[src/rtl/qam_frame_sync.sv]
// qam_frame_sync: hunts for a sync word in the demapped bit stream, then deserializes payload bytes with a flywheel on sync loss
module qam_frame_sync #(
  parameter logic [15:0] SYNC_WORD     = 16'h1ACF,
  parameter int          PAYLOAD_BYTES = 32,
  parameter int          MISS_LIMIT    = 3
) (
  input  logic       dclk,
  input  logic       rst,
  input  logic       en,
  input  logic       data_in,
  output logic [7:0] byte_out,
  output logic       byte_valid,
  output logic       frame_start,
  output logic       sync_miss,
  output logic       locked
);
  typedef enum logic [1:0] {SEARCH, PAYLOAD, CHECK} state_t;
  state_t      r_state, w_state_nxt;
  logic [14:0] r_sr;
  logic [4:0]  r_fill;
  logic [3:0]  r_bit_cnt;
  logic [7:0]  r_byte_cnt;
  logic [2:0]  r_miss_cnt;
  logic [15:0] w_win;
  logic [2:0]  w_miss_nxt;
  logic        w_sync, w_hit, w_byte_done, w_last_byte, w_chk_end, w_good, w_bad, w_drop;
  logic        w_bv_nxt, w_fs_nxt, w_sm_nxt, w_lk_nxt;
  assign w_win       = {r_sr, data_in};
  assign w_sync      = w_win == SYNC_WORD;
  assign w_miss_nxt  = r_miss_cnt + 3'd1;
  assign w_hit       = en && r_state == SEARCH && r_fill >= 5'd15 && w_sync;
  assign w_byte_done = en && r_state == PAYLOAD && r_bit_cnt[2:0] == 3'd7;
  assign w_last_byte = w_byte_done && r_byte_cnt == 8'(PAYLOAD_BYTES - 1);
  assign w_chk_end   = en && r_state == CHECK && r_bit_cnt == 4'd15;
  assign w_good      = w_chk_end && w_sync;
  assign w_bad       = w_chk_end && !w_sync;
  assign w_drop      = w_bad && w_miss_nxt == 3'(MISS_LIMIT);
  // state register
  always_ff @(posedge dclk)
    r_state <= rst ? SEARCH : w_state_nxt;
  // next state: every transition is qualified by an accepted bit
  always_comb
    w_state_nxt = (w_hit || w_good || (w_bad && !w_drop)) ? PAYLOAD :
                  w_last_byte ? CHECK :
                  w_drop ? SEARCH : r_state;
  // next output values, registered below
  always_comb begin
    w_bv_nxt = w_byte_done;
    w_fs_nxt = w_hit || w_good;
    w_sm_nxt = w_bad;
    w_lk_nxt = w_state_nxt != SEARCH;
  end
  // shift register, fill, bit/byte/miss counters advance only on accepted bits
  always_ff @(posedge dclk) begin
    if (rst) begin
      r_sr       <= '0;
      r_fill     <= '0;
      r_bit_cnt  <= '0;
      r_byte_cnt <= '0;
      r_miss_cnt <= '0;
    end else if (en) begin
      r_sr       <= w_win[14:0];
      r_fill     <= w_drop ? 5'd0 : r_fill == 5'd16 ? r_fill : r_fill + 5'd1;
      r_bit_cnt  <= (w_hit || w_last_byte || w_chk_end) ? 4'd0 :
                    r_state == PAYLOAD ? {1'b0, r_bit_cnt[2:0] + 3'd1} : r_bit_cnt + 4'd1;
      r_byte_cnt <= (w_hit || w_chk_end) ? 8'd0 : w_byte_done ? r_byte_cnt + 8'd1 : r_byte_cnt;
      r_miss_cnt <= (w_hit || w_good || w_drop) ? 3'd0 : w_bad ? w_miss_nxt : r_miss_cnt;
    end
  end
  // registered outputs; strobes fall on idle cycles, byte_out holds between strobes
  always_ff @(posedge dclk) begin
    if (rst) begin
      byte_out    <= 8'h00;
      byte_valid  <= 1'b0;
      frame_start <= 1'b0;
      sync_miss   <= 1'b0;
      locked      <= 1'b0;
    end else begin
      byte_out    <= w_byte_done ? w_win[7:0] : byte_out;
      byte_valid  <= w_bv_nxt;
      frame_start <= w_fs_nxt;
      sync_miss   <= w_sm_nxt;
      locked      <= w_lk_nxt;
    end
  end
endmodule
[config.mk]
export PLATFORM = sky130hd
export DESIGN_NAME = qam_frame_sync
export DESIGN_NICKNAME = d
export VERILOG_FILES = /design/src/rtl/qam_frame_sync.sv
export SDC_FILE = /design/constraint.sdc
export NUM_CORES = 1
export LEC_CHECK = 0
export CELL_PAD_IN_SITES_DETAIL_PLACEMENT = 0
export CELL_PAD_IN_SITES_GLOBAL_PLACEMENT = 1
export CORE_UTILIZATION = 47
export DETAILED_ROUTE_END_ITERATION = 8
export PLACE_DENSITY_LB_ADDON = 0.08
export REMOVE_ABC_BUFFERS = 1
export SETUP_SLACK_MARGIN = 0.15
export SKIP_CTS_REPAIR_TIMING = 1
export SLEW_MARGIN = 20
export SYNTH_ARGS = -nofsm -noshare
export SYNTH_HDL_FRONTEND = slang
export SYNTH_SLANG_ARGS = --single-unit
[constraint.sdc]
create_clock -name dclk -period 2.8 [get_ports dclk]
set_input_delay 0.56 -clock dclk [delete_from_list [all_inputs] [get_ports dclk]]
set_output_delay 0.56 -clock dclk [all_outputs]
set_load 0.02 [all_outputs]
==> results.sh <==
export IMPL_hold_depth=2
export IMPL_skew_ns=0.00407
export IMPL_fin_crit_ns=2.11
export IMPL_path_delay_family="compound AO/OA/AOI/OAI gates"
export IMPL_drive_gt1_share_pct=9.47
export IMPL_synth_edf_count=0
export IMPL_drv_cap=0
export IMPL_rsz0062_at_grt="false"
export IMPL_die_x_um=70.1
export IMPL_clock_latency_ns=0.30
export IMPL_cts_tree="yes"
export IMPL_grt_max_degree=28
export IMPL_required_ns=3.01
export IMPL_fin_setup_tns_ns=0
export IMPL_diodes=0
export IMPL_tightest_slew_ns=0.400
export IMPL_io_pins=16
export IMPL_r2r_end="r_byte_cnt[4]$_SDFFE_PP0P_"
export IMPL_grt_use_total_pct=19.9
export IMPL_clk_pin_slew_ns=0.09
export IMPL_cts_max_path_buffers=2
export IMPL_synth_top_family_by_area="simple AND/OR/NAND/NOR gates"
export IMPL_p_leak_uw=0.000900
export IMPL_syn_avg_cell_area_sq_um=8.83
export IMPL_gr_total_overflow=0
export IMPL_crit_cells=8
export IMPL_ys_seq_area_share_pct=45.0
export IMPL_ant_nets=0
export IMPL_crit_chain="ha_1 > and3_1 > ha_1 > nor2_1 > a211oi_2 > a21oi_2 > nand2_1 > a311oi_1"
export IMPL_hold_class="register to register"
export IMPL_yosysTopAreaCell="dfxtp_1"
export IMPL_syn_inst=247
export IMPL_synth_area_leaders="dfxtp_1 (45%), mux2i_1 (6.9%), nand2_1 (5.2%)"
export IMPL_synth_warning_count=0
export IMPL_path_buf_inv=0
export IMPL_critPathLaunchType="register"
export IMPL_critPathMaxFanout=9
export IMPL_routabilityCongestion=0.796
export IMPL_ys_ff_latch=49
export IMPL_worst_hold_path_endpoint="byte_out[2]$_SDFFE_PP0P_"
export IMPL_wl_um=4420
export IMPL_num_rows=24
export IMPL_synth_simple_area_share_pct=26.6
export IMPL_synth_compound_area_share_pct=12.3
export IMPL_grt_pass1_vias=1664
export IMPL_viasPerCell=5.56
export IMPL_total_power_uw=1210
export IMPL_worst_path_most_repeated_cell="ha_1"
export IMPL_endpoint_kind="register"
export IMPL_worst_ir_drop_vdd_mv=0.320
export IMPL_io_buffers=15
export IMPL_cts_buffers=5
export IMPL_area_delta_synth_final_pct=14.1
export IMPL_worstHoldStart="byte_out[2]$_SDFFE_PP0P_"
export IMPL_reg2reg_depth=8
export IMPL_synthAdderAreaFrac_pct=4.59
export IMPL_synth_area_sq_mm=0.00218
export IMPL_grt_pass1_wl_um=7770
export IMPL_cp_slowest_stage_delay_ns=0.37
export IMPL_setup_viol_count_final=0
export IMPL_cts_sinks=49
export IMPL_synth_area_mux_share_pct=6.88
export IMPL_die_h_um=70.1
export IMPL_p_per_area_mw_per_mm2=488
export IMPL_antenna_found_initial=0
export IMPL_maxSlewHeadroom_pct=73.3
export IMPL_rrSetupSlack_ns=0.69
export IMPL_hold_viol=0
export IMPL_synthXorXnorAreaFrac_pct=1.20
export IMPL_routedWlPerCell_um=14.0
export IMPL_fin_crit_sh_pct=75.4
export IMPL_path_class="register to register"
export IMPL_fmax_mhz=474
export IMPL_start_util_pct=49.4
export IMPL_rr_startpoint="r_fill[0]$_SDFFE_PP0P_"
export IMPL_synth_top_area_share_pct=45.0
export IMPL_dieArea_sq_mm=0.00492
export IMPL_cts_htree_levels=2
export IMPL_drtIter0Drc=94
export IMPL_drc_errors=0
export IMPL_root_buffer="clkbuf_8"
export IMPL_outcome="finished clean"
export IMPL_slew_viol_final=0
export IMPL_drt_pass1_iter_count=4
export IMPL_layout_nets=275
export IMPL_critPathArrivalTime_ns=2.33
export IMPL_dp_hpwl_um=3100
export IMPL_yosysUniqueCellTypes=46
export IMPL_coreArea_sq_mm=0.00441
export IMPL_vias=1757
export IMPL_synth_top_flop_cell="dfxtp_1"
export IMPL_synthArstFlopShare_pct=0
export IMPL_crit_slowest_cell="dfxtp_1"
-- stage by stage --
step	cell area [sq um]	setup slack, ns	utilization, %	instances	hold slack [ns]
6_report	2490	0.689	56.4	316	0.464
5_1_grt	2490	0.453	56.4	316	0.481
4_1_cts	2490	0.667	56.4	316	0.468
3_5_place_dp	2390	0.461	54.1	308	0.451
3_3_place_gp	2390	0.490	54.1	308	0.450
2_1_floorplan	2130	0.828	-	235	0.443
-- state kept, by name, indices dropped and copies added, names as in the netlist --
name         count
r_byte_cnt       8
frame_start      1
r_miss_cnt       3
r_state          2
sync_miss        1
byte_out         8
locked           1
r_bit_cnt        4
r_sr            15
r_fill           5
byte_valid       1
-- worst min-delay path: cells and delay by family, from the launching register on --
kind               cells  cell delay [ns]
AOI/OAI and AO/OA      1             0.05
and+or+nand+nor        1             0.05
DFF                    1             0.32
-- where the power goes --
part	total (uW)	internal (uW)	switching (uW)
Clock	454	223	230
Combinational	50.4	20.3	30.1
Sequential	711	703	7.85
Total	1210	947	268
-- final cells by class --
cell class	instances	area (sq um)
Clock inverter	1	5.00
Tap cell	52	65.1
Sequential cell	49	981
Fill cell	417	1920
Multi-Input combinational cell	180	1120
Timing Repair Buffer	21	195
Clock buffer	7	96.3
Inverter	6	22.5
-- placed cells by master (no fill, tap or decap), types with 3 or more instances in the layout --
cell             Yosys  final
a21oi_1             22     22
a311oi_1             3      3
a31oi_1              4      4
and4b_1              3      3
buf_4                1      6
clkbuf_8             0      7
clkdlybuf4s50_1      0     15
dfxtp_1             49     49
ha_1                 8      8
inv_1                6      6
mux2i_1             15     15
nand2_1             30     30
nand2b_1             3      3
nand3_1             13     13
nand4_1              5      5
nand4b_1             3      3
nor2_1              29     29
nor3_1               5      5
o21ai_0              6      6
-- Yosys cell counts (2+ instances only) --
cell type,count
a21oi_1,22
a22o_1,2
a311oi_1,3
a31oi_1,4
and4b_1,3
buf_2,4
clkbuf_1,6
dfxtp_1,49
ha_1,8
inv_1,6
mux2i_1,15
nand2_1,30
nand2b_1,3
nand3_1,13
nand4_1,5
nand4b_1,3
nor2_1,29
nor3_1,5
nor3b_1,2
o21ai_0,6
or2_2,2
or3_1,2
xnor2_1,2
-- metal layers --
layer	up-vias	global-route usage, %	wire length [um]
met2	28	31.2	1960
met4	0	8.67	90
met3	8	3.75	152
met1	810	26.6	2220
met5	-	0	0
li1	911	-	-
-- kinds of logic after synthesis --
family | count (synthesis)
buffers and inverters | 18
adder cells (fa/ha/maj) | 8
AND/OR/NAND/NOR | 110
AO/OA/AOI/OAI | 44
multiplexers | 15
flip-flops | 49
XOR/XNOR | 3
-- worst max-delay path by stage --
| stage | start | endpoint | slack [ns] |
|---|---|---|---|
| 2_1_floorplan | r_bit_cnt[0]$_SDFFE_PP0P_ | r_byte_cnt[6]$_SDFFE_PP0P_ | 0.83 |
| 3_5_place_dp | en | r_byte_cnt[3]$_SDFFE_PP0P_ | 0.46 |
| 5_1_grt | r_fill[0]$_SDFFE_PP0P_ | r_byte_cnt[4]$_SDFFE_PP0P_ | 0.45 |
| 3_3_place_gp | en | r_byte_cnt[3]$_SDFFE_PP0P_ | 0.49 |
| 4_1_cts | r_fill[0]$_SDFFE_PP0P_ | r_byte_cnt[7]$_SDFFE_PP0P_ | 0.67 |
| 6_report | r_fill[0]$_SDFFE_PP0P_ | r_byte_cnt[4]$_SDFFE_PP0P_ | 0.69 |
(Power assumes the default switching activity.)
